`config.mk`:
```
export PLATFORM = sky130hd
export DESIGN_NAME = du_sequencer
export DESIGN_NICKNAME = d
export VERILOG_FILES = /design/src/rtl/du_sequencer.sv
export SDC_FILE = /design/constraint.sdc
export NUM_CORES = 1
export LEC_CHECK = 0
export CORE_MARGIN = 10
export CORE_UTILIZATION = 55
export CTS_BUF_LIST = sky130_fd_sc_hd__clkbuf_8
export CTS_CLUSTER_DIAMETER = 60
export CTS_CLUSTER_SIZE = 12
export DETAILED_ROUTE_END_ITERATION = 8
export PLACE_DENSITY = 0.89
export SLEW_MARGIN = 20
export SYNTH_ARGS = -nofsm -noshare
export SYNTH_HDL_FRONTEND = slang
export SYNTH_SLANG_ARGS = --single-unit
```
`constraint.sdc`:
```
create_clock -name i_clk -period 8.69 [get_ports i_clk]
set_input_delay 2.607 -clock i_clk [delete_from_list [all_inputs] [get_ports i_clk]]
set_output_delay 2.607 -clock i_clk [all_outputs]
set_load 0.01 [all_outputs]
```
`src/rtl/du_sequencer.sv`:
```
// rtl/du_sequencer.sv - debug-unit sequencer: host byte commands drive MIPS program load, run/step and state dump
module du_sequencer #(
   parameter int          IMEM_WORDS     = 64,
   parameter int          MEM_DUMP_WORDS = 16,
   parameter logic [31:0] HALT_WORD      = 32'hFC000000
) (
   input  logic        i_clk,
   input  logic        i_reset,
   input  logic [7:0]  i_rx_data,
   input  logic        i_rx_valid,
   output logic [7:0]  o_tx_data,
   output logic        o_tx_valid,
   input  logic        i_tx_ready,
   output logic [31:0] o_du_data,
   output logic [31:0] o_du_inst_addr_wr,
   output logic        o_du_write_en,
   output logic        o_du_read_en,
   output logic [4:0]  o_du_reg_addr,
   output logic [7:0]  o_du_mem_addr,
   output logic        o_du_reset,
   input  logic        i_du_halt,
   input  logic [31:0] i_du_reg_data,
   input  logic [31:0] i_du_mem_data
);
   localparam int          DUMP_WORDS = 32 + MEM_DUMP_WORDS;
   localparam int          IW         = $clog2(DUMP_WORDS + 1);
   localparam logic [31:0] LOAD_END   = 32'(4 * IMEM_WORDS);
   localparam logic [7:0]  CMD_LOAD = 8'h4C, CMD_RUN = 8'h43, CMD_STEP = 8'h53, CMD_RST = 8'h52;
   localparam logic [7:0]  ACK = 8'h06, NAK = 8'h15, OVF = 8'hEE;

   typedef enum logic [3:0] {
      IDLE, LOAD_BYTE, LOAD_WRITE, RUN, STEP, DUMP_SEL, DUMP_LATCH, DUMP_SEND, TX_WAIT
   } state_t;

   state_t        state, state_nx;
   logic [31:0]   word, addr, dword, addr_nx;
   logic [1:0]    bcnt;
   logic [IW-1:0] idx, mem_idx;
   logic [7:0]    tx_data, send_byte;
   logic          tx_valid, du_reset, send_now;
   logic          tx_accept, dump_last, is_reg, load_done, is_cmd;

   assign tx_accept = tx_valid && i_tx_ready;
   assign dump_last = (idx == IW'(DUMP_WORDS - 1));
   assign is_reg    = (idx < IW'(32));
   assign mem_idx   = idx - IW'(32);
   assign addr_nx   = addr + 32'd4;
   assign load_done = (word == HALT_WORD) || (addr_nx == LOAD_END);
   assign is_cmd    = (i_rx_data == CMD_LOAD) || (i_rx_data == CMD_RUN) || (i_rx_data == CMD_STEP);

   assign o_tx_data         = tx_data;
   assign o_tx_valid        = tx_valid;
   assign o_du_data         = word;
   assign o_du_inst_addr_wr = addr;
   assign o_du_reset        = du_reset;
   assign o_du_reg_addr     = is_reg ? idx[4:0] : 5'd0;
   assign o_du_mem_addr     = is_reg ? 8'd0 : 8'({mem_idx, 2'b00});

   always_ff @(posedge i_clk or posedge i_reset) begin
      if (i_reset) state <= IDLE;
      else         state <= state_nx;
   end

   always_comb begin
      state_nx = state;
      case (state)
         IDLE: if (i_rx_valid) begin
            case (i_rx_data)
               CMD_LOAD: state_nx = LOAD_BYTE;
               CMD_RUN:  state_nx = RUN;
               CMD_STEP: state_nx = STEP;
               default:  state_nx = TX_WAIT;
            endcase
         end
         LOAD_BYTE:  if (i_rx_valid && bcnt == 2'd3) state_nx = LOAD_WRITE;
         LOAD_WRITE: state_nx = load_done ? TX_WAIT : LOAD_BYTE;
         RUN:        if (i_du_halt) state_nx = DUMP_SEL;
         STEP:       state_nx = DUMP_SEL;
         DUMP_SEL:   state_nx = DUMP_LATCH;
         DUMP_LATCH: state_nx = DUMP_SEND;
         DUMP_SEND:  if (tx_accept && bcnt == 2'd3) state_nx = dump_last ? IDLE : DUMP_SEL;
         TX_WAIT:    if (tx_accept) state_nx = IDLE;
         default:    state_nx = IDLE;
      endcase
   end

   // Run-enable is gated combinationally by halt so the pipeline stops on the halt cycle itself.
   always_comb begin
      o_du_read_en  = 1'b0;
      o_du_write_en = 1'b0;
      send_now      = 1'b0;
      send_byte     = 8'h00;
      case (state)
         IDLE: begin
            send_now  = i_rx_valid && !is_cmd;
            send_byte = (i_rx_data == CMD_RST) ? ACK : NAK;
         end
         LOAD_WRITE: begin
            o_du_write_en = 1'b1;
            send_now      = load_done;
            send_byte     = (word == HALT_WORD) ? ACK : OVF;
         end
         RUN, STEP: o_du_read_en = !i_du_halt;
         DUMP_SEND: begin
            send_now  = !tx_valid;
            send_byte = dword[31:24];
         end
         default: ;
      endcase
   end

   always_ff @(posedge i_clk or posedge i_reset) begin
      if (i_reset) begin
         word     <= '0;
         addr     <= '0;
         dword    <= '0;
         bcnt     <= '0;
         idx      <= '0;
         tx_data  <= '0;
         tx_valid <= 1'b0;
         du_reset <= 1'b0;
      end else begin
         du_reset <= 1'b0;
         if (send_now) begin
            tx_valid <= 1'b1;
            tx_data  <= send_byte;
         end else if (tx_accept) begin
            tx_valid <= 1'b0;
         end
         case (state)
            IDLE: begin
               bcnt <= '0;
               idx  <= '0;
               if (i_rx_valid && i_rx_data == CMD_RST) begin
                  du_reset <= 1'b1;
                  addr     <= '0;
               end
            end
            LOAD_BYTE: if (i_rx_valid) begin
               word <= {word[23:0], i_rx_data};
               bcnt <= bcnt + 2'd1;
            end
            LOAD_WRITE: addr <= load_done ? 32'd0 : addr_nx;
            DUMP_LATCH: dword <= is_reg ? i_du_reg_data : i_du_mem_data;
            DUMP_SEND: begin
               if (send_now) dword <= {dword[23:0], 8'h00};
               if (tx_accept) begin
                  bcnt <= bcnt + 2'd1;
                  if (bcnt == 2'd3) idx <= idx + IW'(1);
               end
            end
            default: ;
         endcase
      end
   end
endmodule

```
After elaboration in Yosys (flattened, before gate mapping):

Index checks and enable logic that the tools add are counted.

* register bits after elaboration: 118
* input port bits: 77
* output and inout bits: 89

* add/subtract/negate cells: 4
* $lt $le $gt $ge: 1
* equal/unequal tests: 26
* multiplexer cells: 33
* reduce and logical (&&, ||, !) cells: 24

Operators with widths (count)
* $mux 32: 4
* $pmux 32 s2: 2
* $pmux 4 s9: 1
* $add 32x3->32 const B: 1
* $eq 32x32->1 const B: 1
* $eq 32x9->1 const B: 1
* $eq 8x7->1 const B: 4
* $mux 4: 6
* $pmux 8 s3: 1
* $ne 2x2->1 const B: 10
* $eq 4x3->1 const B: 4
* $mux 8: 2
* $mux 6: 2
* $pmux 4 s3: 1
* $pmux 6 s2: 1
* $mux 5: 2
* $eq 4x2->1 const B: 2
* $reduce_bool 2->1: 4
* $add 6x1->6 const B: 1
* $eq 6x6->1 const B: 1
* $lt 6x6->1 const B: 1
* $mux 1: 6
* $pmux 2 s3: 1
* $reduce_and 2->1: 3
* 16 further kinds: 26

Logic depth before layout (Yosys ltp):

Gate-level depths: netlist of run 1.

* depth after elaboration: 8
* mapped depth: 11
* depth with buffers taken out: 9

Least setup slack after synthesis of run 1:

OpenSTA, ideal clock, no wires.

* kind: in2out
* from: input i_du_halt
* to: output o_du_read_en
* data arrival time: 2897 ps
* setup slack: 3186 ps
* cell stages on the path: 1
* path through: nor3_1

* cells in the longest elaborated chain, start to end: 2

Ends and longest elaborated chain
* start: declaration: RTL line 21 `input logic i_du_halt,`
* $logic_not 1->1: RTL line 103 `RUN, STEP: o_du_read_en = !i_du_halt;`
* $mux 1: RTL line 93 `case (state)`
* end: declaration: RTL line 17 `output logic o_du_read_en,`

Every way passes these cells.

Final worst setup path of run 1:

Ends and elaborated chain as after synthesis.

==> run metrics, run 1 <==
Hold Vio Cnt, Final=0; mux cell area share after synthesis=11.1%; die span in y=130 microns; initial DRC count=623; final net count=946; Clk pwr share=26.1%; Hold Buf Count CTS=0; RSZ-0062 raised after global routing=no; latest clock arrival within the worst-skew pair=0.44 ns; Top Ports=166; kind of critical path=in -> out; top post-synthesis cells by area=dfrtp_1, mux2i_1, mux2_2; Initial Utilization=55.9%; initial antenna violation count=0; DR WL/cell=18.5 microns; Sw Pwr=0.660 mW; CTS Buffer Depth=2; async set-or-reset flop fraction in the synthesized netlist=100%; # setup viols final=0; # DRC=0; area grow syn2layout=29.4%; vias in the first global route=6308; synth cell count leaders=dfrtp_1, nand2_1, nor2_1; FF-to-FF setup slack=5.02 ns; sw frac=36.4%; Storage cell area=2900 sq um; Port-buffer cells=160; Vias=6296; sequential power share=43.0%; Period minus WS final=6.47 ns; Hold WC Path Type=reg -> reg; Compound-Gate Fraction of Synth Area=14.7%; internal power=1.15 mW; Highest Clock Rate=0.155 GHz; Worst Clk Skew=0.0104 ns; largest family of logic cells by synthesized area=simple AND/OR/NAND/NOR gates; DIE AREA=16900 sq um; row cnt=40; CTS tree=done; Multi-input gate area=3470 sq um; layout cells sized above 1=10.4%; Die W=130 microns; Lkg Pwr=3.61 nW; P per Cell Area=210 nW/um^2; ys flop type=dfrtp_1; Total Routed Length=19000 microns; number of diodes=0; final max-slew violation count=0; top-count cell post-synth=dfrtp_1; Fin Setup TNS=0 ns; Synth Area in XOR/XNOR=2.10%; Slew headroom=32.3%; GRT Total Usage=22.7%; Synth Area in Simple Gates=23.3%; Post-synth EDFFs=0; library cells used by synthesis=67; core area=11900 sq um; yosys warns=0; Final Cycle Share=74.5%; post-synthesis adder-cell area fraction=0.564%; largest net degree at the start of global routing=89; outcome=finished clean; total of max-cap violations=0; register area share after synthesis=43.6%; First-pass DRT Iterations=5; fin worst setup slack=2.22 ns; grt total ovfl=0; clock sinks=116; global placement routability congestion=0.911; largest area contributor in the netlist=dfrtp_1; share of the synthesized area in the top cell type=43.6%; Worst-Margin Slew=1.01 ns; hold_sp=dword[19]; pre-CTS WS=2.25 ns; HPWL after detailed placement=14000 microns; R2R Path Start=o_du_inst_addr_wr[2]; logic gate share of total power=30.9%; Mapped Cells=736; Post-Synthesis Cell Area=6660 sq um; CTS HTree Levels=4; Arrival @ worst endpoint=3.86 ns; # fillers=851; crit start category=primary input; crit-path max FO=2; CTS Buf Count=17; Synth Register Bits=116; VDD IR max=94.7 uV; Setup Fix Bufs, Post-CTS=0; via density per instance=6.14; Syn Area/Cell=9.05 sq um; global-route wire length before repair=31100 microns; CP Capture Type=primary output; DRT antenna net count=0; critical path required time=6.08 ns; Worst setup startpoint=i_du_halt; clock-pin slew on the worst setup and hold paths=0.07 ns; Root Driver=clkbuf_8; post-CTS sizing=0
==> final timing paths <==
path | end | cells after the start
worst max-delay path | o_du_read_en | 3
worst min-delay path | dword[19] | 2
worst max register to register | o_du_inst_addr_wr[8] | 9
worst min register to register | dword[19] | 2
max in group asynchronous | idx[5] | 3
min in group asynchronous | o_du_inst_addr_wr[6] | 2
==> area by class of cell <==
class                   count  area share (%)
multi-input cells         556            40.3
clock buffers              18            2.87
clock inverters            14            1.50
flip-flops and latches    116            33.7
repair buffers            165            19.1
well taps                 147            2.13
inverters                  10           0.465
==> critical path, stage by stage <==
cell             delay, ns
clkdlybuf4s50_1       0.46
nor3_1                0.22
clkdlybuf4s50_1       0.58
==> power by group through the flow <==
| stage | combinational (mW) | sequential, mW | clock, mW |
|---|---|---|---|
| 5_1_grt | 0.612 | 0.794 | 0.504 |
| 6_report | 0.560 | 0.779 | 0.473 |
| 3_5_place_dp | 0.561 | 0.784 | 0 |
| 4_1_cts | 0.564 | 0.775 | 0.478 |
| 3_3_place_gp | 0.543 | 0.778 | 0 |
| 2_1_floorplan | 0.328 | 0.738 | 0 |
==> metal layers <==
layer	routed length (microns)	track usage (%)	vias up	part of all wire, %
met3	1720	8.07	59	9.1
met2	9550	38.1	322	50
met1	7170	25.4	3020	38
li1	-	-	2895	-
met4	556	10.2	0	2.9
met5	0	0	-	0
==> registers in the layout (all words and copies together), names as in the netlist <==
signal and flops:
idx 6, state 4, o_tx_valid 1, o_du_data 32, bcnt 2, o_tx_data 8
dword 32, o_du_inst_addr_wr 30, o_du_reset 1
==> per-stage QoR <==
step                power (mW)  hold WS (ns)  instance area [sq um]  utilization, %  cells
finish                    1.81         0.489                   8620            72.4   1026
global route              1.91         0.519                   8620            72.4   1026
CTS                       1.82         0.490                   8610            72.3   1026
detailed placement        1.34         0.471                   8240            69.1    994
global placement          1.32         0.461                   8240            69.1    994
floorplan                 1.07         0.450                   6680               -    740
==> cells in the final DEF, fill, tap and decap left out, drive strengths merged, types with 7 or more instances in the layout <==
cell type	instances
nor4	14
xor2	10
or4	8
nor3	16
and2	9
nand4	18
a21oi	41
or3	21
dfrtp	116
inv	13
nor2	59
nand2	92
mux2i	38
clkdlybuf4s50	160
a21o	12
nand3	40
mux2	32
clkbuf	18
o21ai	56
clkinv	7
==> logic make-up after synthesis <==
family | after synthesis
buf+inv | 68
mux | 70
compound gates | 154
fa+ha+maj | 3
xor+xnor | 16
other cells | 1
flops | 116
simple gates | 308
No activity file was read; power rests on OpenSTA's default activity.
==> run 2: changes to the inputs <==
--- a/config.mk
+++ b/config.mk
@@ -6,12 +6,12 @@
 export NUM_CORES = 1
 export LEC_CHECK = 0
 export CORE_MARGIN = 10
-export CORE_UTILIZATION = 55
+export CORE_UTILIZATION = 46
 export CTS_BUF_LIST = sky130_fd_sc_hd__clkbuf_8
 export CTS_CLUSTER_DIAMETER = 60
 export CTS_CLUSTER_SIZE = 12
 export DETAILED_ROUTE_END_ITERATION = 8
-export PLACE_DENSITY = 0.89
+export PLACE_DENSITY = 0.79
 export SLEW_MARGIN = 20
 export SYNTH_ARGS = -nofsm -noshare
 export SYNTH_HDL_FRONTEND = slang
==> constraint.sdc (replaced) <==
create_clock -name i_clk -period 5.8 [get_ports i_clk]
set_input_delay 1.74 -clock i_clk [delete_from_list [all_inputs] [get_ports i_clk]]
set_output_delay 1.74 -clock i_clk [all_outputs]
set_load 0.01 [all_outputs]
==> run 2 against run 1 <==
Routed wire length is 2.0% lower. Clock power is 64% higher. Critical path depth stayed put. Clock skew is 0.0045 ns higher. Global-route usage is 3.9 points lower. Utilization is 10 points lower. Cell area is 1.0% higher. Largest power group unchanged. Via count is 4.9% lower. Sequential power is 49% higher. Cell count is 3.3% higher.
==> run metrics, run 2 (synthesis results as in run 1) <==
crit-path max FO=2 (unchanged); Sw Pwr=0.964 mW (was 0.660 mW); row cnt=43 (was 40); final net count=947 (was 946); commonest non-fill, non-tap cell in the layout=clkdlybuf4s50_1 (unchanged); via density per instance=5.65 (was 6.14); Period minus WS final=4.70 ns; P per Cell Area=318 nW/um^2 (was 210 nW/um^2); Clk pwr share=28.0% (was 26.1%); logic gate share of total power=30.0% (was 30.9%); VDD IR max=141 uV (was 94.7 uV); commonest cells after routing, fill and taps aside=clkdlybuf4s50_1, dfrtp_1, nand2_1 (unchanged); Slew headroom=30.0% (was 32.3%); DRT antenna net count=0 (unchanged); max incr delay on CP=0.59 ns (was 0.58 ns); sw frac=34.8% (was 36.4%); met1 Use GR=22.1% (was 25.4%); Worst-Margin Slew=1.04 ns (was 1.01 ns); Worst path slowest cell=clkdlybuf4s50_1 (unchanged); CTS Buf Count=17 (unchanged); initial antenna violation count=0 (unchanged); Setup Fix Bufs, Post-CTS=0 (unchanged); Worst Clk Skew=0.0149 ns (was 0.0104 ns); crit-path cells=clkdlybuf4s50_1 -> nor3_1 -> clkdlybuf4s50_1 (unchanged); internal power=1.81 mW (was 1.15 mW); pre-CTS WS=1.06 ns (was 2.25 ns); cell area after layout=8710 sq um (was 8620 sq um); placed insts=1028 (was 994); kind of critical path=in -> out (unchanged); most frequent CP cell=clkdlybuf4s50_1 (unchanged); sequential power share=42.0% (was 43.0%); Lkg Pwr=3.63 nW (was 3.61 nW); CTS tree=done (unchanged); Top Ports=166 (unchanged); hold depth=2 (unchanged); # DRC=0 (unchanged); crit start category=primary input (unchanged); latest clock arrival within the worst-skew pair=0.45 ns (was 0.44 ns); global placement routability congestion=0.934 (was 0.911); vias in the first global route=5896 (was 6308); initial DRC count=510 (was 623); GR Layer Usage met3=6.32% (was 8.07%); Initial Utilization=47.4% (was 55.9%); grt total ovfl=0 (unchanged); Hold Buf Count CTS=0 (unchanged); CP Capture Type=primary output (unchanged); Hold Vio Cnt, Final=0 (unchanged); layout cells sized above 1=10.2% (was 10.4%); number of diodes=0 (unchanged); CTS Buffer Depth=2 (unchanged); RSZ-0062 raised after global routing=no (unchanged); Port-buffer cells=160 (unchanged); die span in y=140 microns (was 130 microns); Fin Setup TNS=0 ns (unchanged); Crit path depth=3 (unchanged); GR Util met2=31.5% (was 38.1%); clock-pin slew on the worst setup and hold paths=0.08 ns (was 0.07 ns); outcome=finished clean (unchanged); Hold WC Path Type=reg -> reg (unchanged); clock sinks=116 (unchanged); area grow syn2layout=30.7% (was 29.4%); placement-stage cell area=8300 sq um (was 8240 sq um); post-CTS sizing=0 (unchanged); Final Cycle Share=81.1%; core area=14000 sq um (was 11900 sq um); HPWL after detailed placement=13700 microns (was 14000 microns); largest net degree at the start of global routing=69 (was 89); total of max-cap violations=0 (unchanged); GR peak layer=met2 (unchanged); Root Driver=clkbuf_8 (unchanged); # setup viols final=0 (unchanged); fin worst setup slack=1.10 ns (was 2.22 ns); DIE AREA=19700 sq um (was 16900 sq um); final max-slew violation count=0 (unchanged); top cell family by delay on the critical path=buffers and inverters (unchanged); Non-Filler Instances=1060 (was 1026); global-route wire length before repair=30800 microns (was 31100 microns); critical path required time=4.06 ns (was 6.08 ns); CTS HTree Levels=4 (unchanged); Die W=140 microns (was 130 microns); R2R depth=8 (was 9); Total Routed Length=18600 microns (was 19000 microns); DR WL/cell=17.6 microns (was 18.5 microns); Vias=5990 (was 6296); First-pass DRT Iterations=5 (unchanged); GRT Total Usage=18.8% (was 22.7%); Highest Clock Rate=0.213 GHz; Arrival @ worst endpoint=2.96 ns (was 3.86 ns); WP buf/inv=2 (unchanged)
## run 2: path summary, 6_finish.rpt
kind / start / to / slack [ns]
min reg2reg: dword[16] / dword[16] / 0.48
min in group asynchronous: i_reset / o_du_inst_addr_wr[8] / 1.83
max: i_du_halt / o_du_read_en / 1.10
min: dword[16] / dword[16] / 0.48
max reg2reg: o_du_inst_addr_wr[10] / o_du_inst_addr_wr[8] / 2.17
max in group asynchronous: i_reset / o_tx_data[6] / 3.21
## run 2: tightest hold or removal path, cell delays in order (launching register included)
cell and delay, ns:
dfrtp_1 0.35, nand2_1 0.05, o21ai_0 0.06
## run 2: power groups by stage
stage | combinational [mW] | clock [mW] | sequential, mW
after global routing | 0.920 | 0.826 | 1.19
after global placement | 0.822 | 0 | 1.17
after floorplan | 0.491 | 0 | 1.11
after detailed placement | 0.839 | 0 | 1.17
after CTS | 0.843 | 0.785 | 1.16
final | 0.830 | 0.777 | 1.16
## run 2: final cells by class
cell class,count,area (sq um)
Tap cell,180,225
Multi-Input combinational cell,556,3470
Clock buffer,18,248
Inverter,10,40.0
Timing Repair Buffer,166,1660
Fill cell,1214,5340
Sequential cell,116,2900
Clock inverter,14,161
## run 2: layer usage
| layer | part of all wire [%] | up-vias |
|---|---|---|
| met4 | 1.8 | 0 |
| li1 | - | 2903 |
| met5 | 0 | - |
| met1 | 40 | 2851 |
| met2 | 50 | 206 |
| met3 | 8.0 | 30 |
## run 2: per-stage QoR
step	total power, mW	util, %	hold WS, ns
3_5_place_dp	2.01	59.1	0.470
6_report	2.77	62.0	0.483
5_1_grt	2.94	62.0	0.503
4_1_cts	2.79	62.0	0.485
3_3_place_gp	1.99	59.1	0.461
2_1_floorplan	1.60	-	0.450
==> run 3: changes to the inputs <==
==> constraint.sdc (replaced) <==
create_clock -name i_clk -period 3.9 [get_ports i_clk]
set_input_delay 1.17 -clock i_clk [delete_from_list [all_inputs] [get_ports i_clk]]
set_output_delay 1.17 -clock i_clk [all_outputs]
set_load 0.01 [all_outputs]
==> run 3 against run 2 <==
Routed wire length fell by 0.44%. Count of clock-buffer cells in the layout rose by 3. Sequential power rose by 48%. Register-to-register slack got worse by 1.8 ns. Cell area rose by 0.37%. Largest cell class unchanged. First-iteration DRC count rose by 26%. Critical path depth did not move. Combinational power rose by 51%. Global-route usage fell by 0.35 points. Clock power rose by 45%. Cell count rose by 0.47%.
==> run metrics, run 3 (synthesis results as in run 1) <==
outcome=finished clean (unchanged); GRT Total Usage=18.5% (was 18.8%); commonest cells after routing, fill and taps aside=clkdlybuf4s50_1, dfrtp_1, nand2_1 (unchanged); Highest Clock Rate=0.282 GHz; CTS Buffer Depth=2 (unchanged); Non-Filler Instances=1065 (was 1060); Initial Utilization=47.4% (unchanged); DIE AREA=19700 sq um (unchanged); crit-path max FO=2 (unchanged); grt total ovfl=0 (unchanged); RSZ-0062 raised after global routing=no (unchanged); final net count=953 (was 947); clock-pin slew on the worst setup and hold paths=0.07 ns (was 0.08 ns); max incr delay on CP=0.57 ns (was 0.59 ns); met1 Use GR=22.6% (was 22.1%); largest net degree at the start of global routing=102 (was 69); VDD IR max=235 uV (was 141 uV); HPWL after detailed placement=13700 microns (about the same); Total Routed Length=18500 microns (was 18600 microns); hold_sp=dword[24] (was dword[16]); R2R Path Start=o_du_inst_addr_wr[12] (was o_du_inst_addr_wr[10]); Hold WC Path Type=reg -> reg (unchanged); Arrival @ worst endpoint=2.38 ns (was 2.96 ns); fin worst setup slack=0.354 ns (was 1.10 ns); Die W=140 microns (unchanged); Lkg Pwr=3.67 nW (was 3.63 nW); CTS HTree Levels=4 (unchanged); die span in y=140 microns (unchanged); First-pass DRT Iterations=7 (was 5); vias in the first global route=5852 (was 5896); WP buf/inv=2 (unchanged); Min Hold Slack=0.477 ns (was 0.483 ns); Root Driver=clkbuf_8 (unchanged); # setup viols final=0 (unchanged); crit start category=primary input (unchanged); area grow syn2layout=31.2% (was 30.7%); Top Ports=166 (unchanged); commonest non-fill, non-tap cell in the layout=clkdlybuf4s50_1 (unchanged); core area=14000 sq um (unchanged); Final Cycle Share=90.9%; global-route wire length before repair=30400 microns (was 30800 microns); initial DRC count=642 (was 510); layout cells sized above 1=10.6% (was 10.2%); CTS Buf Count=17 (unchanged); DR WL/cell=17.4 microns (was 17.6 microns); Worst-Margin Slew=0.666 ns (was 1.04 ns); clock sinks=116 (unchanged); DRT antenna net count=0 (unchanged); initial antenna violation count=0 (unchanged); latest clock arrival within the worst-skew pair=0.44 ns (was 0.45 ns); GR Layer Usage met3=6.66% (was 6.32%); GR Util met2=30.1% (was 31.5%); CP Capture Type=primary output (unchanged); top cell family by delay on the critical path=buffers and inverters (unchanged); total of max-cap violations=0 (unchanged); Period minus WS final=3.55 ns; kind of critical path=in -> out (unchanged); global placement routability congestion=0.903 (was 0.934); Setup Fix Bufs, Post-CTS=0 (unchanged); Hold Vio Cnt, Final=0 (unchanged); most frequent CP cell=clkdlybuf4s50_1 (unchanged); via density per instance=5.65 (about the same); number of diodes=0 (unchanged); Slew headroom=55.3% (was 30.0%); critical path required time=2.73 ns (was 4.06 ns); Vias=6014 (was 5990); post-CTS sizing=0 (unchanged); Fin Setup TNS=0 ns (unchanged); pre-CTS WS=0.330 ns (was 1.06 ns); P per Cell Area=469 nW/um^2 (was 318 nW/um^2); Hold Buf Count CTS=0 (unchanged); crit-path cells=clkdlybuf4s50_1 -> nor3_1 -> clkdlybuf4s50_1 (unchanged); Worst Clk Skew=0.00949 ns (was 0.0149 ns); CTS tree=done (unchanged); Worst path slowest cell=clkdlybuf4s50_1 (unchanged); row cnt=43 (unchanged); Worst setup startpoint=i_du_halt (unchanged); placed insts=1034 (was 1028); Port-buffer cells=160 (unchanged); GR peak layer=met2 (unchanged); # DRC=0 (unchanged); final max-slew violation count=0 (unchanged)
[run 3: final timing paths]
path / to / cells past startpoint / slack, ns
worst max-delay path: o_du_read_en / 3 / 0.35
worst min-delay path: dword[24] / 2 / 0.48
worst max register to register: o_tx_data[0] / 8 / 0.42
worst min register to register: dword[24] / 2 / 0.48
max in group asynchronous: o_du_inst_addr_wr[23] / 3 / 1.99
min in group asynchronous: o_du_inst_addr_wr[12] / 2 / 1.06
[run 3: metal layers]
layer,part of all wire (%),up-vias
li1,-,2919
met2,49,228
met1,41,2841
met3,8.7,26
met5,0,-
met4,1.2,0
[run 3: layout make-up]
class	instances	area, sq um
clock buffers	21	289
repair buffers	172	1700
fillers	1157	5300
inverters	10	41.3
flip-flops and latches	116	2900
multi-input cells	556	3470
well taps	180	225
clock inverters	10	106
[run 3: per-stage QoR]
step	util (%)	power (mW)	instance area, sq um
2_1_floorplan	-	2.38	6680
3_3_place_gp	59.4	2.98	8340
3_5_place_dp	59.4	3.00	8340
4_1_cts	62.2	4.12	8740
5_1_grt	62.2	4.34	8740
6_report	62.2	4.10	8740
[run 3: worst min-delay path, cell delays in order, from the launching register on]
cell	delay [ns]
dfrtp_1	0.34
nand2_1	0.04
o21ai_0	0.06
[run 3: power by group]
group | leakage (nW) | internal, mW | total [mW] | switching, mW
clock | 0.206 | 0.626 | 1.13 | 0.503
combinational | 2.13 | 0.663 | 1.25 | 0.584
sequential | 1.33 | 1.38 | 1.72 | 0.339
